## src/rtl/mc_pkg.sv

```systemverilog
// Shared opcode, ALU-op, state and instruction-class definitions for the
// multi-cycle MIPS sequencing controller.
package mc_pkg;

    localparam logic [5:0] OP_RTYPE = 6'b000000;
    localparam logic [5:0] OP_LW    = 6'b100011;
    localparam logic [5:0] OP_SW    = 6'b101011;
    localparam logic [5:0] OP_ADDI  = 6'b001000;
    localparam logic [5:0] OP_ORI   = 6'b001101;
    localparam logic [5:0] OP_BEQ   = 6'b000100;
    localparam logic [5:0] OP_BNE   = 6'b000101;
    localparam logic [5:0] OP_J     = 6'b000010;

    localparam logic [1:0] ALU_ADD   = 2'b00;
    localparam logic [1:0] ALU_SUB   = 2'b01;
    localparam logic [1:0] ALU_FUNCT = 2'b10;
    localparam logic [1:0] ALU_OR    = 2'b11;

    typedef enum logic [2:0] {
        FETCH,
        DECODE,
        EXEC,
        MEM,
        WB,
        TRAP
    } state_t;

    typedef enum logic [3:0] {
        RTYPE,
        LOAD,
        STORE,
        ADDI,
        ORI,
        BRANCH_EQ,
        BRANCH_NE,
        JUMP,
        ILLEGAL
    } iclass_t;

    typedef struct packed {
        logic       alu_src;
        logic [1:0] alu_op;
        logic       jump;
        logic       beq;
        logic       bne;
        logic       ext_op;
        logic       reg_dst;
    } ctrl_t;

    localparam ctrl_t CTRL_NONE = '0;

    // Control-flow classes finish in EXEC; everything else needs MEM and/or WB.
    function automatic logic retires_in_exec(input iclass_t c);
        return (c == BRANCH_EQ) || (c == BRANCH_NE) || (c == JUMP);
    endfunction

endpackage

```

## src/rtl/mc_decode.sv

```systemverilog
// Combinational opcode decoder: instruction class plus the static execute-stage
// control bundle for that class.
module mc_decode
    import mc_pkg::*;
(
    input  logic [5:0] opcode,
    output iclass_t    iclass,
    output ctrl_t      ctrl
);

    always_comb begin
        iclass = ILLEGAL;
        ctrl   = CTRL_NONE;
        case (opcode)
            OP_RTYPE: begin
                iclass       = RTYPE;
                ctrl.alu_op  = ALU_FUNCT;
                ctrl.reg_dst = 1'b1;
            end
            OP_LW: begin
                iclass       = LOAD;
                ctrl.alu_op  = ALU_ADD;
                ctrl.alu_src = 1'b1;
                ctrl.ext_op  = 1'b1;
            end
            OP_SW: begin
                iclass       = STORE;
                ctrl.alu_op  = ALU_ADD;
                ctrl.alu_src = 1'b1;
                ctrl.ext_op  = 1'b1;
            end
            OP_ADDI: begin
                iclass       = ADDI;
                ctrl.alu_op  = ALU_ADD;
                ctrl.alu_src = 1'b1;
                ctrl.ext_op  = 1'b1;
            end
            OP_ORI: begin
                iclass       = ORI;
                ctrl.alu_op  = ALU_OR;
                ctrl.alu_src = 1'b1;
            end
            OP_BEQ: begin
                iclass      = BRANCH_EQ;
                ctrl.alu_op = ALU_SUB;
                ctrl.beq    = 1'b1;
            end
            OP_BNE: begin
                iclass      = BRANCH_NE;
                ctrl.alu_op = ALU_SUB;
                ctrl.bne    = 1'b1;
            end
            OP_J: begin
                iclass    = JUMP;
                ctrl.jump = 1'b1;
            end
            default: begin
                iclass = ILLEGAL;
                ctrl   = CTRL_NONE;
            end
        endcase
    end

endmodule

```

## src/rtl/mc_control.sv

```systemverilog
// Multi-cycle sequencing FSM for the unpipelined MIPS core: steps each
// instruction through FETCH/DECODE/EXEC/MEM/WB and counts retirements.
module mc_control
    import mc_pkg::*;
(
    input  logic        i_clk,
    input  logic        i_rst,
    input  logic [5:0]  i_opcode,
    input  logic        i_imem_ack,
    input  logic        i_dmem_ack,
    output logic        o_imem_req,
    output logic        o_dmem_req,
    output logic        o_dmem_we,
    output logic        o_irWrite,
    output logic        o_pcWrite,
    output logic        o_regWrite,
    output logic        o_regDst,
    output logic        o_memToReg,
    output logic        o_ALUSrc,
    output logic [1:0]  o_ALUop,
    output logic        o_jump,
    output logic        o_beq,
    output logic        o_bne,
    output logic        o_extOp,
    output logic        o_illegal,
    output logic [31:0] o_retired
);

    state_t      state;
    iclass_t     cls_q;
    ctrl_t       ctrl_q;
    iclass_t     dec_class;
    ctrl_t       dec_ctrl;

    logic        imem_req_q;
    logic        dmem_req_q;
    logic        dmem_we_q;
    logic        pc_wr_q;
    logic        reg_wr_q;
    logic        mem_to_reg_q;
    logic        illegal_q;
    logic [31:0] retired_q;

    logic        imem_fire;
    logic        dmem_fire;

    mc_decode u_decode (
        .opcode (i_opcode),
        .iclass (dec_class),
        .ctrl   (dec_ctrl)
    );

    // Ack-cycle strobes must follow a zero-wait ack in the same cycle, so they
    // qualify the registered request with the ack; reset masks them.
    assign imem_fire = imem_req_q & i_imem_ack & ~i_rst;
    assign dmem_fire = dmem_req_q & i_dmem_ack & ~i_rst;

    assign o_imem_req = imem_req_q;
    assign o_dmem_req = dmem_req_q;
    assign o_dmem_we  = dmem_we_q;
    assign o_irWrite  = imem_fire;
    assign o_pcWrite  = pc_wr_q | (dmem_fire & dmem_we_q);
    assign o_regWrite = reg_wr_q;
    assign o_memToReg = mem_to_reg_q;
    assign o_regDst   = ctrl_q.reg_dst;
    assign o_ALUSrc   = ctrl_q.alu_src;
    assign o_ALUop    = ctrl_q.alu_op;
    assign o_jump     = ctrl_q.jump;
    assign o_beq      = ctrl_q.beq;
    assign o_bne      = ctrl_q.bne;
    assign o_extOp    = ctrl_q.ext_op;
    assign o_illegal  = illegal_q;
    assign o_retired  = retired_q;

    always_ff @(posedge i_clk) begin
        if (i_rst) begin
            state        <= FETCH;
            cls_q        <= RTYPE;
            ctrl_q       <= CTRL_NONE;
            imem_req_q   <= 1'b0;
            dmem_req_q   <= 1'b0;
            dmem_we_q    <= 1'b0;
            pc_wr_q      <= 1'b0;
            reg_wr_q     <= 1'b0;
            mem_to_reg_q <= 1'b0;
            illegal_q    <= 1'b0;
            retired_q    <= '0;
        end else begin
            pc_wr_q      <= 1'b0;
            reg_wr_q     <= 1'b0;
            mem_to_reg_q <= 1'b0;

            if (o_pcWrite) begin
                retired_q <= retired_q + 32'd1;
            end

            case (state)
                FETCH: begin
                    // Only the first cycle after reset arrives here without a request.
                    if (!imem_req_q) begin
                        imem_req_q <= 1'b1;
                    end else if (i_imem_ack) begin
                        imem_req_q <= 1'b0;
                        state      <= DECODE;
                    end
                end
                DECODE: begin
                    cls_q <= dec_class;
                    if (dec_class == ILLEGAL) begin
                        illegal_q <= 1'b1;
                        state     <= TRAP;
                    end else begin
                        ctrl_q  <= dec_ctrl;
                        pc_wr_q <= retires_in_exec(dec_class);
                        state   <= EXEC;
                    end
                end
                EXEC: begin
                    if (retires_in_exec(cls_q)) begin
                        ctrl_q     <= CTRL_NONE;
                        imem_req_q <= 1'b1;
                        state      <= FETCH;
                    end else if ((cls_q == LOAD) || (cls_q == STORE)) begin
                        dmem_req_q <= 1'b1;
                        dmem_we_q  <= (cls_q == STORE);
                        state      <= MEM;
                    end else begin
                        reg_wr_q <= 1'b1;
                        pc_wr_q  <= 1'b1;
                        state    <= WB;
                    end
                end
                MEM: begin
                    if (i_dmem_ack) begin
                        dmem_req_q <= 1'b0;
                        dmem_we_q  <= 1'b0;
                        if (cls_q == STORE) begin
                            ctrl_q     <= CTRL_NONE;
                            imem_req_q <= 1'b1;
                            state      <= FETCH;
                        end else begin
                            reg_wr_q     <= 1'b1;
                            pc_wr_q      <= 1'b1;
                            mem_to_reg_q <= 1'b1;
                            state        <= WB;
                        end
                    end
                end
                WB: begin
                    ctrl_q     <= CTRL_NONE;
                    imem_req_q <= 1'b1;
                    state      <= FETCH;
                end
                TRAP: begin
                    state <= TRAP;
                end
                default: begin
                    state <= FETCH;
                end
            endcase
        end
    end

endmodule

```

## config.mk

```make
export PLATFORM = sky130hd
export DESIGN_NAME = mc_control
export DESIGN_NICKNAME = d
export VERILOG_FILES = /design/src/rtl/mc_pkg.sv /design/src/rtl/mc_decode.sv /design/src/rtl/mc_control.sv
export SDC_FILE = /design/constraint.sdc
export NUM_CORES = 1
export LEC_CHECK = 0
export ABC_AREA = 1
export CORE_UTILIZATION = 54
export CTS_BUF_LIST = sky130_fd_sc_hd__clkbuf_4
export DETAILED_ROUTE_END_ITERATION = 12
export MAX_ROUTING_LAYER = met4
export PLACE_DENSITY = 0.86
export SYNTH_ARGS = -nofsm -noshare
export SYNTH_HDL_FRONTEND = slang
export SYNTH_SLANG_ARGS = --single-unit
```

## constraint.sdc

```tcl
create_clock -name i_clk -period 1.7 [get_ports i_clk]
set_clock_uncertainty 0.05 [all_clocks]
set_input_delay 0.255 -clock i_clk [delete_from_list [all_inputs] [get_ports i_clk]]
set_output_delay 0.255 -clock i_clk [all_outputs]
set_load 0.02 [all_outputs]
```

# After elaboration in Yosys (flattened, before gate mapping)
# Cells that the tools add are included.
# totals
reg_bits	54
output_inout_bits	48
wordCells	115
input_bits	10
# classes
n_bitwise	8
n_addsub	1
eq_ne	29
muxes	41
reduce_logical	19
# op_table
cell	n
32-bit by 1-bit adder with 32-bit output (second input constant)	1
8-bit 2-to-1 mux	4
4-bit case mux with 8 select lines	1
8-bit case mux with 4 select lines	1
4-bit by 3-bit equality test with 1-bit output (second input constant)	6
1-bit 2-to-1 mux	21
3-bit 2-to-1 mux	7
2-bit inequality test (second input constant)	8
3-bit case mux with 5 select lines	1
6-bit by 3-bit equality test with 1-bit output (second input constant)	2
6-bit by 4-bit equality test with 1-bit output (second input constant)	2
6-bit equality test (second input constant)	2
4-bit AND reduction	2
4-bit nonzero test	2
3-bit by 2-bit equality test with 1-bit output (second input constant)	2
3-bit equality test (second input constant)	2
6-bit by 2-bit equality test with 1-bit output (second input constant)	1
6-bit zero test	1
1-bit case mux with 2 select lines	3
2-bit case mux with 3 select lines	1
1-bit AND	5
1-bit logical OR	5
5-bit AND reduction	1
4-bit by 1-bit equality test with 1-bit output (second input constant)	1
14 further kinds	16

# Logic depth before layout (Yosys ltp)
# logic_depth
word_depth	7
mapped_depth	11

# Cells and area by module
# From an unflattened synthesis, not the netlist that was laid out.
# unflattened
hier_cells	503
area_unflattened_um2	3184.3
# by_module_without_submodules
module	cells_each	area_per_inst_um2	instances	seq_area_each_um2
mc_control	458	2945.3	1	1081.0
mc_decode	45	239.0	1	0.0

# Worst setup path before layout
# No wires, ideal clock.
# synth_timing
path_type	reg2reg
startpoint	register retired_q[0], in the netlist o_retired[0]
endpoint	register retired_q[30], in the netlist o_retired[30]
n_path_buf	0
setup_ps	132
setup_slack_ps	71
t_arrival_ps	1447
path_stages_with_launch	11
path_cell_list	dfxtp_1 > ha_1 > nand2_1 > nor2_1 > nand2_1 > nor2_1 > nand2_1 > nand2_1 > nand2_1 > nand2_1 > a21oi_1
# synth_between
elab_chain_cells	1
# synth_lines
item	line_no	text
start: declaration	mc_control.sv:42	logic [31:0] retired_q;
start signal: assignment	mc_control.sv:94	retired_q <= retired_q + 32'd1;
32-bit by 1-bit adder with 32-bit output	mc_control.sv:94	
# No other way between the ends.
# A chain may end at the register's enable or synchronous reset.

# Worst setup path in the final report
# layout_timing
startpoint	register ctrl_q (netlist bit o_ALUop[0])
endpoint	output port o_ALUop[0]
# layout_lines
item	line_no	text
start: declaration	mc_control.sv:31	ctrl_t ctrl_q;
start signal: assignment	mc_control.sv:113	ctrl_q <= dec_ctrl;
end: declaration	mc_control.sv:20	output logic [1:0] o_ALUop,
# No word-level cell between the ends.

==> results_dict.tcl <==
set metrics [dict create \
    outcome "completed" \
    fin_setup_tns_ns 0 \
    wirelength_um 8120 \
    worstSkewPairLatency_ns 0.37 \
    drive_gt1_share_pct 17.7 \
    cts_hold_buf 0 \
    r2r_slack_ns 0.06 \
    route.detailed.drc 0 \
    grt_util_all_layers_pct 28.6 \
    hold_depth 1 \
    worstReg2RegEnd "o_ALUop[0]" \
    drtAntennaViolNets 0 \
    crit_chain "clkdlybuf4s50_1" \
    hold_class "flip-flop to flip-flop" \
    placedCellCount 662 \
    grt_first_pass_wirelength_um 13700 \
    cts.sinks 54 \
    synthFlopType "dfxtp_1" \
    firstDrtPassIters 8 \
    clockBufferDepth 2 \
    setup_viol 0 \
    antenna_cells 0 \
    ir_drop_mv 0.860 \
    fp-row-count 27 \
    antenna_found_initial 0 \
    syn2layout_area_growth_pct 35.0 \
    timing.fmax_ghz 0.607 \
    ios 58 \
    whs_ns 0.430 \
    async_flop_share_pct 0 \
    slowest_stage "clkdlybuf4s50_1" \
    cts_root_buffer "clkbuf_4" \
    dpl.hpwl_um 6160 \
    ys_types 31 \
    period_share_pct 96.9 \
    hold_viol_final 0 \
    top_layer_used "met4" \
    synth.avg_cell_area_sq_um 6.23 \
    cts_max_level 2 \
    setup_ws_ns 0.0534 \
    die_area_sq_um 5990 \
    synth_area_sq_um 3070 \
    cp_data_required_time_ns 1.39 \
    critical_path_depth 1 \
    ys_seq_elements 54 \
    cp-endpoint "o_ALUop[0]" \
    grt-ovfl-total 0 \
    placed_area_sq_um 4040 \
    die_w_um 77.4 \
    avgViaCountPerCell 5.22 \
    max-slew-margin-rel_pct 81.5 \
    nFillCells 458 \
    arrival_ns 1.34 \
    cts_tree "yes" \
    path_clk_slew_ns 0.15 \
    post-route-min-period_ns 1.65 \
    synth_edf_count 0 \
    start_kind "flip-flop" \
    fin_cells 670 \
    path_delay_family "buffers and inverters" \
    core_area_sq_um 5510 \
    wl_per_cell_um 12.1 \
    max_cap_viol_count 0 \
    critPathBufInv 1 \
    fin_nets 610 \
    drt_iter0_markers 266 \
    start_util_pct 55.7 \
    slew_viol_final 0 \
    grt_pass1_vias 3251 \
    dr_wl_met2_um 4170 \
    finish.instance_area_sq_um 4140 \
    reg2reg_depth 11 \
    wl_met1_um 3350 \
    startpoint "o_ALUop[0]" \
    r2r_start "state[1]" \
    grt_max_degree 18 \
    vias 3499 \
    path_max_fanout 2 \
    synth_nets 504 \
    max_stage_delay_ns 0.61 \
    cts_inserted_buffers 5 \
    p_per_area_nw_per_um2 869 \
    dr_wl_met3_um 437 \
    p_leak_uw 0.00200 \
    portBuffers 57 \
    yosysWarnings 0 \
    critPathCaptureType "primary output" \
    worst_pin_slew_ns 0.277 \
    synth_seq_area_share_pct 35.2 \
    place_ws_ns -0.268 \
    worstSetupPathType "flip-flop to primary output" \
    die_h_um 77.4 \
    gp_congestion 0.974 \
    syn_inst 493 \
]
[cells in the final DEF, fill, tap and decap left out, types with 2 or more instances in the layout]
master and n:
a21oi_1 31, a21oi_2 5, a31oi_1 3, buf_4 49, clkbuf_4 5, clkdlybuf4s50_1 15, dfxtp_1 46, dfxtp_2 6
dfxtp_4 2, dlygate4sd2_1 33, dlymetal6s2s_1 8, inv_1 58, inv_2 3, nand2_1 139, nand2_2 9, nand3_1 25
nand3_2 2, nand3b_1 5, nand4_1 4, nor2_1 83, nor2_2 12, nor2_4 4, nor3_1 10, nor3_2 2
nor3_4 2, nor3b_1 3, o21a_1 3, o21ai_0 19, o31ai_1 2, xor2_1 2
[what timing repair did]
action,in CTS,in global routing
pin swaps,0,7
setup buffers,0,2
gates resized for setup,35,37
endpoints found under the setup margin,36,29
[registers in the layout, summed over array words and instances (netlist names)]
signal / cells
o_extOp: 1
o_retired: 32
o_jump: 1
o_ALUop: 2
state: 3
o_dmem_we: 1
o_imem_req: 1
o_illegal: 1
o_regDst: 1
cls_q: 4
pc_wr_q: 1
o_memToReg: 1
o_bne: 1
o_regWrite: 1
o_dmem_req: 1
o_beq: 1
o_ALUSrc: 1
[worst reg2reg max path, stage by stage, from the launching register on]
cell and delay, ns:
dfxtp_4 0.39, inv_2 0.04, nor2_4 0.14, inv_2 0.06, nor2_4 0.15, nand2_2 0.10, nand2_2 0.09, nor2_2 0.04
buf_4 0.15, buf_4 0.15, a21oi_1 0.13, nor2_1 0.06
[kinds of logic (layout without fill, tap and decap cells)]
| kind of cell | Yosys count | in the layout | synth area share (%) |
|---|---|---|---|
| adder cells (fa/ha/maj) | 1 | 1 | 0.408 |
| flip-flops | 54 | 54 | 35.2 |
| AO/OA/AOI/OAI | 64 | 64 | 11.2 |
| AND/OR/NAND/NOR | 301 | 301 | 43.0 |
| buffers and inverters | 70 | 175 | 9.38 |
| XOR/XNOR | 3 | 3 | 0.856 |
[worst min-delay path by stage]
stage,to,start
floorplan,o_memToReg,i_dmem_ack
global placement,o_illegal,o_illegal
detailed placement,o_illegal,o_illegal
CTS,o_memToReg,i_dmem_ack
global route,o_retired[0],o_retired[0]
finish,o_retired[0],o_retired[0]
[routing by layer]
| layer | track usage [%] | vias to the layer above |
|---|---|---|
| met5 | - | - |
| met3 | 4.00 | 17 |
| met1 | 31.3 | 1592 |
| li1 | - | 1769 |
| met4 | 12.1 | 0 |
| met2 | 51.8 | 121 |
[where the power goes]
part,switching [uW],internal (uW)
Combinational,846,665
Clock,385,143
Sequential,122,1440
Total,1350,2250
[metrics by stage]
| step | total power, uW | util, % |
|---|---|---|
| final | 3600 | 75.3 |
| after global routing | 3830 | 75.3 |
| after CTS | 3560 | 73.3 |
| after detailed placement | 3040 | 73.3 |
| after global placement | 2980 | 73.3 |
| after floorplan | 2460 | - |
[synth_stat cells (3+ instances only)]
| cell type | number | area share, % |
|---|---|---|
| nand4_1 | 4 | 0.82 |
| nor2_4 | 4 | 1.5 |
| nand3_2 | 3 | 0.98 |
| inv_1 | 58 | 7.1 |
| o21a_1 | 3 | 0.73 |
| nor3_1 | 11 | 1.8 |
| nor2_2 | 7 | 1.4 |
| nor3b_1 | 3 | 0.73 |
| nand2_2 | 5 | 1.0 |
| nand3_1 | 25 | 4.1 |
| clkbuf_1 | 3 | 0.37 |
| inv_2 | 3 | 0.37 |
| a21oi_1 | 35 | 5.7 |
| dfxtp_1 | 54 | 35 |
| o21ai_0 | 19 | 3.1 |
| buf_6 | 3 | 1.1 |
| a31oi_1 | 3 | 0.61 |
| nand2_1 | 143 | 17 |
| nor2_1 | 88 | 11 |
| nand3b_1 | 5 | 1.2 |
[cell type report]
| cell class | count | area [sq um] | share of cell area [%] |
|---|---|---|---|
| Timing Repair Buffer | 107 | 923 | 22.3 |
| Multi-Input combinational cell | 369 | 1760 | 42.5 |
| Clock buffer | 5 | 37.5 | 0.906 |
| Sequential cell | 54 | 1100 | 26.4 |
| Inverter | 62 | 234 | 5.65 |
| Tap cell | 72 | 90.1 | 2.17 |
| Clock inverter | 1 | 3.75 | 0.0906 |
Power figures use the tool's default switching activity.
